**src/rtl/btn_debounce_repeat_pkg.sv**
```systemverilog
// Shared types and defaults for the pushbutton conditioner.
// Default timing constants assume clk_oled at 6.25 MHz.
package btn_pkg;

    typedef enum logic [1:0] {
        IDLE    = 2'd0,
        PRESSED = 2'd1,
        REPEAT  = 2'd2
    } btn_state_e;

    localparam int DEF_N_SYNC          = 2;
    localparam int DEF_DEBOUNCE_CYCLES = 62500;    // ~10 ms
    localparam int DEF_HOLD_CYCLES     = 3125000;  // ~0.5 s
    localparam int DEF_REPEAT_CYCLES   = 625000;   // ~0.1 s

    // Counter width able to hold 0..max_count-1, never narrower than one bit.
    function automatic int cnt_width(input int max_count);
        return (max_count > 1) ? $clog2(max_count) : 1;
    endfunction

endpackage

```
**src/rtl/btn_debounce_repeat_if.sv**
```systemverilog
// Button-side signal bundle: the raw input plus every conditioned output.
// The conditioner uses the slave view, whoever owns the button uses master.
interface btn_debounce_repeat_if;

    logic btn_raw;
    logic btn_level;
    logic press_pulse;
    logic release_pulse;
    logic repeat_pulse;
    logic hold_active;

    modport master (
        output btn_raw,
        input  btn_level,
        input  press_pulse,
        input  release_pulse,
        input  repeat_pulse,
        input  hold_active
    );

    modport slave (
        input  btn_raw,
        output btn_level,
        output press_pulse,
        output release_pulse,
        output repeat_pulse,
        output hold_active
    );

endinterface

```
**src/rtl/btn_sync_filter.sv**
```systemverilog
// Synchronizer chain plus debounce counter for one raw button input.
// btn_level is registered; rise/fall are combinational strobes that are high
// in the cycle before btn_level flips, so a parent can register them and stay
// aligned with btn_level.
module btn_sync_filter
    import btn_pkg::*;
#(
    parameter int N_SYNC          = DEF_N_SYNC,
    parameter int DEBOUNCE_CYCLES = DEF_DEBOUNCE_CYCLES
) (
    input  logic clk_oled,
    input  logic reset_n,
    input  logic btn_raw,
    output logic btn_level,
    output logic rise,
    output logic fall
);

    localparam int                CNT_W    = cnt_width(DEBOUNCE_CYCLES);
    localparam logic [CNT_W-1:0]  CNT_LAST = CNT_W'(DEBOUNCE_CYCLES - 1);

    logic [N_SYNC-1:0] sync_q;
    logic [N_SYNC-1:0] sync_d;
    logic [CNT_W-1:0]  cnt_q;
    logic [CNT_W-1:0]  cnt_d;
    logic              level_q;
    logic              level_d;
    logic              sync_bit;

    assign sync_bit  = sync_q[N_SYNC-1];
    assign btn_level = level_q;

    // Shift the raw input through the metastability chain.
    always_comb begin
        sync_d = {sync_q[N_SYNC-2:0], btn_raw};
    end

    // Count consecutive disagreeing cycles; accept the new level on the last one.
    always_comb begin
        cnt_d   = '0;
        level_d = level_q;
        rise    = 1'b0;
        fall    = 1'b0;
        if (sync_bit != level_q) begin
            if (cnt_q == CNT_LAST) begin
                level_d = ~level_q;
                rise    = ~level_q;
                fall    = level_q;
            end else begin
                cnt_d = cnt_q + CNT_W'(1);
            end
        end
    end

    // Synchronizer, counter and level registers.
    always_ff @(posedge clk_oled or negedge reset_n) begin
        if (!reset_n) begin
            sync_q  <= '0;
            cnt_q   <= '0;
            level_q <= 1'b0;
        end else begin
            sync_q  <= sync_d;
            cnt_q   <= cnt_d;
            level_q <= level_d;
        end
    end

endmodule

```
**src/rtl/btn_debounce_repeat.sv**
```systemverilog
// Pushbutton conditioner: debounced level, press/release pulses and
// optional auto-repeat while held.
// Auto-repeat logic is present only when BTN_AUTOREPEAT_EN is defined;
// otherwise repeat_pulse and hold_active are tied low.
module btn_debounce_repeat
    import btn_pkg::*;
#(
    parameter int N_SYNC          = DEF_N_SYNC,
    parameter int DEBOUNCE_CYCLES = DEF_DEBOUNCE_CYCLES,
    parameter int HOLD_CYCLES     = DEF_HOLD_CYCLES,
    parameter int REPEAT_CYCLES   = DEF_REPEAT_CYCLES
) (
    input  logic                 clk_oled,
    input  logic                 reset_n,
    btn_debounce_repeat_if.slave btn
);

    logic level;
    logic rise;
    logic fall;
    logic press_q;
    logic press_d;
    logic release_q;
    logic release_d;

    btn_sync_filter #(
        .N_SYNC          (N_SYNC),
        .DEBOUNCE_CYCLES (DEBOUNCE_CYCLES)
    ) u_filter (
        .clk_oled  (clk_oled),
        .reset_n   (reset_n),
        .btn_raw   (btn.btn_raw),
        .btn_level (level),
        .rise      (rise),
        .fall      (fall)
    );

    // Edge strobes become pulses in the same cycle the level flips.
    always_comb begin
        press_d   = rise;
        release_d = fall;
    end

    // Press/release pulse registers.
    always_ff @(posedge clk_oled or negedge reset_n) begin
        if (!reset_n) begin
            press_q   <= 1'b0;
            release_q <= 1'b0;
        end else begin
            press_q   <= press_d;
            release_q <= release_d;
        end
    end

    assign btn.btn_level     = level;
    assign btn.press_pulse   = press_q;
    assign btn.release_pulse = release_q;

`ifdef BTN_AUTOREPEAT_EN

    localparam int               MAX_CYC     = (HOLD_CYCLES > REPEAT_CYCLES) ? HOLD_CYCLES : REPEAT_CYCLES;
    localparam int               TMR_W       = cnt_width(MAX_CYC);
    localparam logic [TMR_W-1:0] HOLD_LAST   = TMR_W'(HOLD_CYCLES - 1);
    localparam logic [TMR_W-1:0] REPEAT_LAST = TMR_W'(REPEAT_CYCLES - 1);

    btn_state_e       state_q;
    btn_state_e       state_d;
    logic [TMR_W-1:0] tmr_q;
    logic [TMR_W-1:0] tmr_d;
    logic             repeat_q;
    logic             repeat_d;
    logic             hold_q;
    logic             hold_d;

    // Hold/repeat sequencing; a release always beats a coincident timer expiry.
    always_comb begin
        state_d  = state_q;
        tmr_d    = tmr_q;
        repeat_d = 1'b0;
        hold_d   = hold_q;
        case (state_q)
            IDLE: begin
                if (rise) begin
                    state_d = PRESSED;
                    tmr_d   = '0;
                end
            end
            PRESSED: begin
                if (fall) begin
                    state_d = IDLE;
                    tmr_d   = '0;
                    hold_d  = 1'b0;
                end else if (tmr_q == HOLD_LAST) begin
                    state_d  = REPEAT;
                    tmr_d    = '0;
                    repeat_d = 1'b1;
                    hold_d   = 1'b1;
                end else begin
                    tmr_d = tmr_q + TMR_W'(1);
                end
            end
            REPEAT: begin
                if (fall) begin
                    state_d = IDLE;
                    tmr_d   = '0;
                    hold_d  = 1'b0;
                end else if (tmr_q == REPEAT_LAST) begin
                    tmr_d    = '0;
                    repeat_d = 1'b1;
                end else begin
                    tmr_d = tmr_q + TMR_W'(1);
                end
            end
            default: begin
                state_d = IDLE;
                tmr_d   = '0;
                hold_d  = 1'b0;
            end
        endcase
    end

    // FSM state, timer and repeat output registers.
    always_ff @(posedge clk_oled or negedge reset_n) begin
        if (!reset_n) begin
            state_q  <= IDLE;
            tmr_q    <= '0;
            repeat_q <= 1'b0;
            hold_q   <= 1'b0;
        end else begin
            state_q  <= state_d;
            tmr_q    <= tmr_d;
            repeat_q <= repeat_d;
            hold_q   <= hold_d;
        end
    end

    assign btn.repeat_pulse = repeat_q;
    assign btn.hold_active  = hold_q;

`else

    // Hold and repeat timing have no effect when auto-repeat is left out.
    logic unused_timing_cfg;
    assign unused_timing_cfg = ^{HOLD_CYCLES, REPEAT_CYCLES};

    assign btn.repeat_pulse = 1'b0;
    assign btn.hold_active  = 1'b0;

`endif

endmodule

```
**src/flat_wrapper.sv**
```systemverilog
// flat-port wrapper written by rule: the top's interface ports become plain ports
module btn_debounce_repeat_flat import btn_pkg::*;
#(
    parameter int N_SYNC          = DEF_N_SYNC,
    parameter int DEBOUNCE_CYCLES = DEF_DEBOUNCE_CYCLES,
    parameter int HOLD_CYCLES     = DEF_HOLD_CYCLES,
    parameter int REPEAT_CYCLES   = DEF_REPEAT_CYCLES
)
  (clk_oled, reset_n, btn_btn_raw, btn_btn_level, btn_press_pulse, btn_release_pulse, btn_repeat_pulse, btn_hold_active);
  btn_debounce_repeat_if btn_i ();
  input  logic clk_oled;
  input  logic reset_n;
  input wire logic [$bits(btn_i.btn_raw)-1:0] btn_btn_raw;
  output wire logic [$bits(btn_i.btn_level)-1:0] btn_btn_level;
  output wire logic [$bits(btn_i.press_pulse)-1:0] btn_press_pulse;
  output wire logic [$bits(btn_i.release_pulse)-1:0] btn_release_pulse;
  output wire logic [$bits(btn_i.repeat_pulse)-1:0] btn_repeat_pulse;
  output wire logic [$bits(btn_i.hold_active)-1:0] btn_hold_active;
  assign btn_i.btn_raw = btn_btn_raw;
  assign btn_btn_level = btn_i.btn_level;
  assign btn_press_pulse = btn_i.press_pulse;
  assign btn_release_pulse = btn_i.release_pulse;
  assign btn_repeat_pulse = btn_i.repeat_pulse;
  assign btn_hold_active = btn_i.hold_active;
  btn_debounce_repeat #(.N_SYNC(N_SYNC), .DEBOUNCE_CYCLES(DEBOUNCE_CYCLES), .HOLD_CYCLES(HOLD_CYCLES), .REPEAT_CYCLES(REPEAT_CYCLES)) u_core (.clk_oled(clk_oled), .reset_n(reset_n), .btn(btn_i));
endmodule
```
**config.mk**
```make
export PLATFORM = sky130hd
export DESIGN_NAME = btn_debounce_repeat_flat
export DESIGN_NICKNAME = d
export VERILOG_FILES = /design/src/rtl/btn_debounce_repeat_pkg.sv /design/src/rtl/btn_debounce_repeat_if.sv /design/src/rtl/btn_sync_filter.sv /design/src/rtl/btn_debounce_repeat.sv /design/src/flat_wrapper.sv
export SDC_FILE = /design/constraint.sdc
export NUM_CORES = 1
export LEC_CHECK = 0
export CORE_UTILIZATION = 30
export DETAILED_ROUTE_END_ITERATION = 10
export PLACE_DENSITY_LB_ADDON = 0.08
export SYNTH_ARGS = -nofsm -noshare
export SYNTH_HDL_FRONTEND = slang
export SYNTH_SLANG_ARGS = --single-unit
```
**constraint.sdc**
```tcl
create_clock -name clk_oled -period 1.8 [get_ports clk_oled]
set_input_delay 0.54 -clock clk_oled [delete_from_list [all_inputs] [get_ports clk_oled]]
set_output_delay 0.54 -clock clk_oled [all_outputs]
set_load 0.02 [all_outputs]
```
[Word-level counts from Yosys, hierarchy flattened]
Index checks and enable logic that the tools add are counted.
Cells by class
  add/subtract/negate cells: 1
  eq/ne operators: 2
  muxes and demuxes: 6
  bitwise logic cells: 1
  reductions and logical operators: 1
Operators by type and width (count)
  $mux W16: 2
  $add A16 B1 Y16 const B: 1
  $eq A16 B16 Y1 const B: 1
  $mux W1: 4
  $reduce_and A2 Y1: 1
  $ne A1 B1 Y1: 1
  $not A1 Y1: 1
Storage, ports and cells
  bits in registers: 21
  input port bits: 3
  output and inout port bits: 5

[Logic depth before layout (Yosys ltp)]
  depth in word-level cells: 3
  depth in mapped cells: 6
  depth with buffers taken out: 5

[Hierarchy]
A second synthesis with hierarchy kept.
Unflattened totals
  cells, all modules: 89
  area, all modules: 967.2 µm²
By module, submodules not included
  btn_sync_filter: times used 1, cells each 84, area each 898.4 µm²
  btn_debounce_repeat: times used 1, cells each 5, area each 68.8 µm²

[Worst setup path before layout]
Ideal clock, no wire load.
  path kind: flip-flop to flip-flop
  from: register u_core.u_filter.cnt_q[9]
  to: register u_core.u_filter.level_q, in the netlist u_core.u_filter.btn_level
  setup time: 125 ps
  data arrival time: 1746 ps
  data required time: 1675 ps
  slack: -71 ps
  cell stages (with the launch flop): 4
  period minus slack after synthesis: 1871 ps
  cell sequence: dfrtp_1 > or4_1 > or4_4 > mux2_4
On the way
  word-level cells in the longest chain between the ends: 2
Ends and longest elaborated chain
  start: declaration: line btn_sync_filter.sv:24  | logic [CNT_W-1:0] cnt_q;
  start signal: assignment: line btn_sync_filter.sv:63  | cnt_q <= cnt_d;
  $eq A16 B16 Y1: line btn_sync_filter.sv:45  | if (cnt_q == CNT_LAST) begin
  $reduce_and A2 Y1 (no source line)
  end signal: assignment: line btn_sync_filter.sv:64  | level_q <= level_d;
  end: declaration: line btn_sync_filter.sv:26  | logic level_q;
Every way passes these cells.
A chain may end at the register's enable or synchronous reset.

[Final worst setup path]
  from: register u_core.u_filter.cnt_q[8]
  to: register u_core.u_filter.level_q, in the netlist u_core.u_filter.btn_level
Same word-level chain as after synthesis.

==> results.ini <==
[run_status]
status=finished with violations
violations=setup timing

[hold_path]
hold-path-endpoint=u_core.u_filter.sync_q[1]$_DFF_PN0_
worstHoldPathType=register to register
min_path_cells=0
hp-start=u_core.u_filter.sync_q[0]$_DFF_PN0_

[sta]
fin_crit_ps=1860
rsz0062_at_grt=yes
hold_viol=0
fin_crit_sh_pct=103
setup_violations=16
max_freq_ghz=0.537
slew_viol_final=0
skew_ps=4.92
setup_slack_ps=-60.5

[job]
drv_cap=0

[power_and_ir_drop]
design_power_total_uw=760
worst_ir_drop_vdd_v=0.000318
power.density_nw_per_um2=650
p_leak_uw=0.000536

[clocking]
clk_latency_ps=300
clk_pin_slew_ps=120
cts.path.max_buffers=2
clkSinkCount=21
cts_tree=built
cts.root.buffer_cell=clkbuf_4
htreeDepth=1
numCtsBuffers=3
post_cts_buffers=0

[global_route]
grt_usage_pct=12.5
grt_pass1_vias=653
overflow=0
grt_max_degree=22
grt_antenna_before_repair=0
grt_pass1_wl_um=3060

[yosys]
syn_area_per_cell_um2=10.9
ys_warn_count=0
ys_types=24
syn_area_um2=967
yosysTopAreaCell=dfrtp_1
synthCells=89
yosysSeqAreaShare_pct=54.3
yosysTopAreaCellShare_pct=54.3
synth_area_leaders=dfrtp_1, xnor2_1, nor2_1
ys_ff_latch=21

[routing]
wl_per_cell_um=11.9
first_pass_iters=4
via_count=651
detail-route-antenna-nets=0
viasPerCell=4.28
drc=0
wl_um=1800
drtIter0Drc=21

[worst_setup_path]
required_ps=2000
max_stage_delay_ps=540
arrival_ps=2060
worstSetupPathType=register to register
r2r_end=u_core.u_filter.btn_level$_DFFE_PN0P_
path_max_fanout=5
path_cells=or4b_1, or4_4, mux2_4
regToRegSetupSlack_ps=-60
crit_slowest_cell=or4_4
ff2ff_path_depth=3
crit_path_end_kind=register
critPathLaunchType=register
r2r-start=u_core.u_filter.cnt_q[8]$_DFF_PN0_

[final_layout]
most-common-layout-cells=dfrtp_1, nor2_1, buf_4, xnor2_1, nand3_1
multiInputGateArea_um2=412
diodes=0
drive_gt1_share_pct=17.6
seqCellArea_um2=526
synthToLayoutAreaGrowth_pct=21.0
layout_commonest_cell=dfrtp_1
layout.nets=113
fill_cells=331

[floorplanning]
rows=20
design.core.area_um2=3050
die_w_um=58.8
ios=8
initial_core_util_pct=31.7
die_area_um2=3460
die_y_um=58.8

[place]
port-buffer-count=5
dpl.hpwl_um=1260
place_congestion=0.712
dpl_worst_slack_ps=-61.6

area by class of cell:
cell class / count / area share, %
flip-flops and latches: 21 / 44.9
multi-input cells: 64 / 35.2
repair buffers: 17 / 12.3
well taps: 44 / 4.71
clock buffers: 4 / 2.25
inverters: 2 / 0.642
how the worst max path moves through the flow:
stage	from	to	slack (ps)
2_1_floorplan	u_core.u_filter.cnt_q[8]$_DFF_PN0_	u_core.u_filter.btn_level$_DFFE_PN0P_	-70
3_3_place_gp	u_core.u_filter.cnt_q[4]$_DFF_PN0_	u_core.u_filter.btn_level$_DFFE_PN0P_	-30
3_5_place_dp	u_core.u_filter.cnt_q[4]$_DFF_PN0_	u_core.u_filter.btn_level$_DFFE_PN0P_	-60
4_1_cts	u_core.u_filter.cnt_q[8]$_DFF_PN0_	u_core.u_filter.btn_level$_DFFE_PN0P_	-70
5_1_grt	u_core.u_filter.cnt_q[8]$_DFF_PN0_	u_core.u_filter.btn_level$_DFFE_PN0P_	-120
6_report	u_core.u_filter.cnt_q[8]$_DFF_PN0_	u_core.u_filter.btn_level$_DFFE_PN0P_	-60
flip-flops by register name, indices dropped and copies added, names as in the netlist:
name / flops
u_core.btn.press_pulse: 1
u_core.btn.release_pulse: 1
u_core.u_filter.btn_level: 1
u_core.u_filter.cnt_q: 16
u_core.u_filter.sync_q: 2
routing by layer:
| metal | GRT usage (%) | up-vias | part of all wire, % |
|---|---|---|---|
| met1 | 17.3 | 309 | 53 |
| met2 | 18.7 | 6 | 43 |
| li1 | - | 334 | - |
| met5 | 0 | - | 0 |
| met3 | 4.62 | 2 | 2.7 |
| met4 | 3.06 | 0 | 1.1 |
power by group:
part / switching (uW) / internal [uW] / leakage [uW] / total (uW)
sequential: 5.15 / 479 / 0.000286 / 484
combinational: 28.8 / 17.7 / 0.000235 / 46.5
clock: 143 / 86.4 / 0.0000150 / 229
total: 177 / 583 / 0.000536 / 760
kinds of logic (layout without fill, tap and decap cells):
logic type    after synthesis  in the layout  synth area share [%]
other cells                 1              2                 0.388
simple gates               45             45                  25.4
mux                         1              1                  1.55
buf+inv                     5             23                  3.49
fa+ha+maj                   1              1                  1.29
flops                      21             21                  54.3
xor+xnor                   15             15                  13.6
worst max-delay path: cells and delay by family (launching register included):
family,cells,cell delay [ps]
muxes,1,310
DFF,1,400
and+or+nand+nor,2,1050
through the flow:
stage / util [%] / std cells / area (um2) / setup TNS (ps) / hold slack [ps]
6_report: 38.3 / 152 / 1170 / -276 / 361
5_1_grt: 38.3 / 152 / 1170 / -1570 / 375
3_5_place_dp: 37.3 / 148 / 1140 / -283 / 335
2_1_floorplan: - / 90 / 971 / -220 / 244
4_1_cts: 38.2 / 152 / 1160 / -573 / 364
3_3_place_gp: 37.3 / 148 / 1140 / -26.2 / 337
Yosys cell counts:
cell,number
nor3b_1,2
mux2_4,1
or4b_1,1
nand4b_1,1
nand4_1,3
buf_6,1
buf_4,2
nor2_1,16
xor2_1,4
or4_1,1
nand2_4,1
and3_1,2
nand3_1,6
and3_2,1
dfrtp_1,21
ha_1,1
xnor2_1,11
nor4_1,3
inv_1,2
nor3_1,4
nand2_1,2
or4_4,1
nor2b_1,1
conb_1,1
what timing repair did:
action | in CTS | in global routing
pin swaps | 1 | 0
gates cloned | 0 | 0
endpoints found under the hold margin | 0 | 0
endpoints found under the setup margin | 18 | 21
gates resized for setup | 1 | 2
hold buffers | 0 | 0
No activity file was read; power rests on OpenSTA's default activity.
==> edit 1 (config.mk and constraints unchanged) <==
The option `BTN_AUTOREPEAT_EN` is turned on by a define.
--- a/src/rtl/btn_debounce_repeat.sv
+++ b/src/rtl/btn_debounce_repeat.sv
@@ -4,2 +4,4 @@
 // otherwise repeat_pulse and hold_active are tied low.
+`define BTN_AUTOREPEAT_EN
+
 module btn_debounce_repeat
Check against the original RTL: same outputs for any inputs over 10 cycles, from zero or initial values and one cycle with reset_n low; that may be too few to reach the edited logic, so the function may still have changed.
==> edit 1 against the original RTL <==
- power grew 130%
- global-route usage grew 3.6 points
- design area grew to 3.0 times the old value
- synthesized area grew 150%
- highest routed layer unchanged
- routed wire length grew to 3.4 times the old value
- critical endpoint is now u_core.tmr_q[21]
- the flow still finishes with violations (setup timing)
- sequential cell count grew 26
- setup slack lost 0.10 ns
==> edit 1: results (changes against the original RTL) <==
* TNS Setup at -2.935 ns (-2.659 ns)
* Arr. time, crit path at 2.16 ns (+0.10 ns)
* Slowest stage delay, CP at 0.41 ns (-0.13 ns)
* Share of layout cells above drive strength 1 at 39.76% (+22 points)
* Buffers added on ports at 7 (+2)
* Post-synthesis cell count at 241 (+170%)
* Fraction of the mapped netlist area in adder cells at 2.616% (+1.3 points)
* Placed Cells at 414 (+180%)
* Number of DRC markers in iteration 0 at 74 (+250%)
* Peak VDD IR at 0.3139 mV (-1.2%)
* Final worst slack at -0.1654 ns (-0.1048 ns)
* Switching power at 0.4076 mW (+130%)
* Root Buffer: clkbuf_8
* Storage cell area at 1177 µm² (+120%)
* Grt met3 use at 2.596% (-2.0 points)
* Min-Delay Path Class: in -> async
* R2R cell count at 7 (+4)
* Layout Cells excl Fill at 434 (+190%)
* H-tree levels at 2 (+1)
* Placed Area at 3192 µm² (+180%)
* Final nets at 339 (+200%)
* WL met2 at 2984 µm (+280%)
* GPL Wtd Cong at 0.7495 (+5.2%)
* Wire length on met1 at 3053 µm (+220%)
* Critical Path Slowest Stage Cell: dfrtp_1
* Final setup fails at 25 (+9)
* Met1 Usage GRT at 22.06% (+4.8 points)
* Reg2reg start: u_core.u_filter.cnt_q[3]
* Routed wl met3 at 113 µm (+130%)
* Top Registers: u_core.tmr_q (22), u_core.u_filter.cnt_q (16)
* Worst hold margin at 0.1904 ns (-0.1709 ns)
* Status: finished with violations
* Post-synthesis cell type count at 43 (+79%)
* DPL Wire Length at 4400 µm (+250%)
* Post-Route Skew at 0.006369 ns (+0.001449 ns)
* Violated checks: setup timing
* Reg-to-reg endpoint: u_core.tmr_q[21]
* Crit Path Max Fanout at 12 (+7)
edit 1: power by group through the flow:
stage | sequential, mW | clock (mW) | combinational (mW)
after global placement | 1.09 | 0 | 0.0642
after CTS | 1.07 | 0.662 | 0.0644
final | 1.07 | 0.634 | 0.0632
after floorplan | 1.09 | 0 | 0.0211
after global routing | 1.07 | 0.703 | 0.0747
after detailed placement | 1.09 | 0 | 0.0635
edit 1: layout make-up:
type / instances / share of cell area [%]
clock buffer: 7 / 2.150
clock inverter: 1 / 0.1410
inverter: 6 / 0.6345
multi-input combinational: 182 / 39.55
sequential: 47 / 33.17
tap: 102 / 3.595
timing repair buffer: 89 / 20.76
edit 1: repair_timing:
action | in CTS | in global routing
setup buffers | 8 | 4
hold buffers | 0 | 0
endpoints found under the hold margin | 0 | 0
pin swaps | 15 | 14
setup endpoints to repair | 27 | 28
gates resized for setup | 27 | 21
==> edit 2 (same settings) <==
Without the edit above. Change the package constant `DEF_DEBOUNCE_CYCLES` from 62500 to 125000.
--- a/src/rtl/btn_debounce_repeat_pkg.sv
+++ b/src/rtl/btn_debounce_repeat_pkg.sv
@@ -11,3 +11,3 @@
     localparam int DEF_N_SYNC          = 2;
-    localparam int DEF_DEBOUNCE_CYCLES = 62500;    // ~10 ms
+    localparam int DEF_DEBOUNCE_CYCLES = 125000;    // ~10 ms
     localparam int DEF_HOLD_CYCLES     = 3125000;  // ~0.5 s
Formal check against the unedited RTL: no difference found for any inputs over 10 cycles, from zero or initial values and one cycle with reset_n low; that may be too few to reach the edited logic, so the function may still have changed.
==> edit 2 against the original RTL <==
- power grew 1.7%
- non-clock buffer count fell by 5
- synthesized area up 6.9%
- clock skew is 0.0014 ns higher
- sequential power rose by 5.6%
- sequential cell count increased by 1
- combinational power shrank 5.8%
- synthesized cell count increased by 6.7%
- routed wire length is 5.4% higher
- global-route usage about the same
- count of clock-buffer cells in the layout fell by 1
- setup slack improved by 0.19 ns
- design area is 3.7% higher
==> edit 2: results (changes against the original RTL) <==
* Share of layout cells above drive strength 1 at 16.67% (-0.93 points)
* Clock transition at path regs at 0.12 ns (about the same)
* Clk_lat worst skew at 0.30 ns (about the same)
* Number of DRC markers in iteration 0 at 55 (+160%)
* Buffers added on ports at 5 (unchanged)
* Synth Area in Compound Gates at 2.542% (+2.5 points)
* Root Buffer: clkbuf_4
* Fill cells at 325 (-1.8%)
* Leak at 0.5525 nW (+3.0%)
* Async S/R FF share, synth at 100.0% (unchanged)
* Synthesis Warnings at 0 (unchanged)
* Ranking of synthesized cells by area: dfrtp_1 53%, xor2_1 6.8%, nor2_1 5.1%
* Number of synthesized flops with an enable pin at 0 (unchanged)
* Status: finished clean
* GPL Wtd Cong at 0.7164 (+0.56%)
* Largest net degree at the start of global routing at 23 (+4.5%)
* DP Worst Slack at 0.1119 ns (+0.1735 ns)
* Post-synthesis sequential area ratio at 53.27% (-1.1 points)
* Initial antenna violation count at 0 (unchanged)
* Via count at 736 (+13%)
* Post-Synth XOR/XNOR Area at 11.86% (-1.7 points)
* Top Registers: u_core.u_filter.cnt_q (17), u_core.u_filter.sync_q (2)
* Post-synthesis cell type count at 29 (+21%)
* Crit Path Max Fanout at 5 (unchanged)
* Deepest clock path buffer count at 2 (unchanged)
* Min-Delay Path Class: reg -> reg
* Final wirelength at 1901 µm (+5.4%)
* Drc violations at 0 (unchanged)
* Final nets at 114 (+0.88%)
* H-tree levels at 1 (unchanged)
* DPL Wire Length at 1350 µm (+6.9%)
* Vias in the first global route at 699 (+7.0%)
* Total GRT Usage at 12.50% (about the same)
* Total CTS buffers at 3 (unchanged)
* Number of setup buffers added after CTS at 0 (unchanged)
* Post-Route Skew at 0.006309 ns (+0.001389 ns)
* Peak VDD IR at 0.3325 mV (+4.7%)
* First-pass GRT wire length at 3318 µm (+8.3%)
* Fraction of the mapped netlist area in adder cells at 1.211% (-0.083 points)
* DR pass1 iterations at 4 (unchanged)
* # diodes at 0 (unchanged)
* Mux cell area share after synthesis at 1.090% (-0.46 points)
* Predominant post-synthesis flop cell: dfrtp_1
* Synth top cells by count: 22 x dfrtp_1, 14 x nor2_1, 8 x xor2_1
edit 2: cell count changes in the layout (fill, tap and decap cells not counted), sizes merged, moves of 4 or more:
cell / change
xor2: +4
xnor2: -5
buf: -5
nand4: +4
edit 2: routing by layer:
metal | vias up | track usage (%) | share of wire [%] | wire length [µm]
met4 | 0 | 3.896 | 1.0 | 19
met3 | 2 | 3.838 | 2.3 | 44
met2 | 6 | 19.47 | 46 | 883
met1 | 365 | 16.71 | 50 | 954
met5 | - | 0 | 0 | 0
li1 | 363 | - | - | -
edit 2: final cells by class:
| class | instances | area (µm²) | area share, % |
|---|---|---|---|
| timing repair buffer | 12 | 106.4 | 8.763 |
| inverter | 2 | 7.507 | 0.6186 |
| tap | 44 | 55.05 | 4.536 |
| multi-input combinational | 69 | 471.7 | 38.87 |
| sequential | 22 | 550.5 | 45.36 |
| clock buffer | 3 | 22.52 | 1.856 |
edit 2: worst max-delay path, stage by stage, from the launching register on:
cell	delay (ns)
dfrtp_1	0.44
ha_4	0.18
nand3_1	0.11
or2_4	0.26
or4_1	0.46
a21oi_1	0.15
edit 2: kinds of logic after synthesis:
logic type,Yosys count
AO/OA/AOI/OAI,4
XOR/XNOR,14
adder cells (fa/ha/maj),1
buffers and inverters,5
flip-flops,22
multiplexers,1
other,1
AND/OR/NAND/NOR,47
edit 2: power breakdown:
| group | switching, mW | internal (mW) | leakage, nW |
|---|---|---|---|
| clock network | 0.140 | 0.0780 | 0.0138 |
| registers | 0.00918 | 0.502 | 0.300 |
| logic | 0.0255 | 0.0182 | 0.238 |
edit 2: metrics by stage:
step	utilization (%)	instances	area [µm²]	hold WS [ns]
2_1_floorplan	-	96	1037	0.2444
3_3_place_gp	37.26	149	1175	0.3328
3_5_place_dp	37.26	149	1175	0.3379
4_1_cts	37.94	152	1196	0.3667
5_1_grt	38.49	152	1214	0.3796
6_report	38.49	152	1214	0.3634
edit 2: worst paths after layout:
kind / from / endpoint / slack, ns / cells past startpoint
setup / recovery: u_core.u_filter.cnt_q[0] / u_core.u_filter.cnt_q[14] / 0.13 / 5
setup reg to reg: u_core.u_filter.cnt_q[0] / u_core.u_filter.cnt_q[14] / 0.13 / 5
hold / removal: u_core.u_filter.sync_q[0] / u_core.u_filter.sync_q[1] / 0.36 / 0
hold reg to reg: u_core.u_filter.sync_q[0] / u_core.u_filter.sync_q[1] / 0.36 / 0
min in group asynchronous: reset_n / u_core.u_filter.cnt_q[15] / 0.58 / 2
max in group asynchronous: reset_n / u_core.btn.release_pulse / 0.99 / 2
edit 2: what timing repair did:
item / CTS / global route
setup endpoints to repair: 1 / 3
resized for setup: 1 / 4
hold buffers: 0 / 0
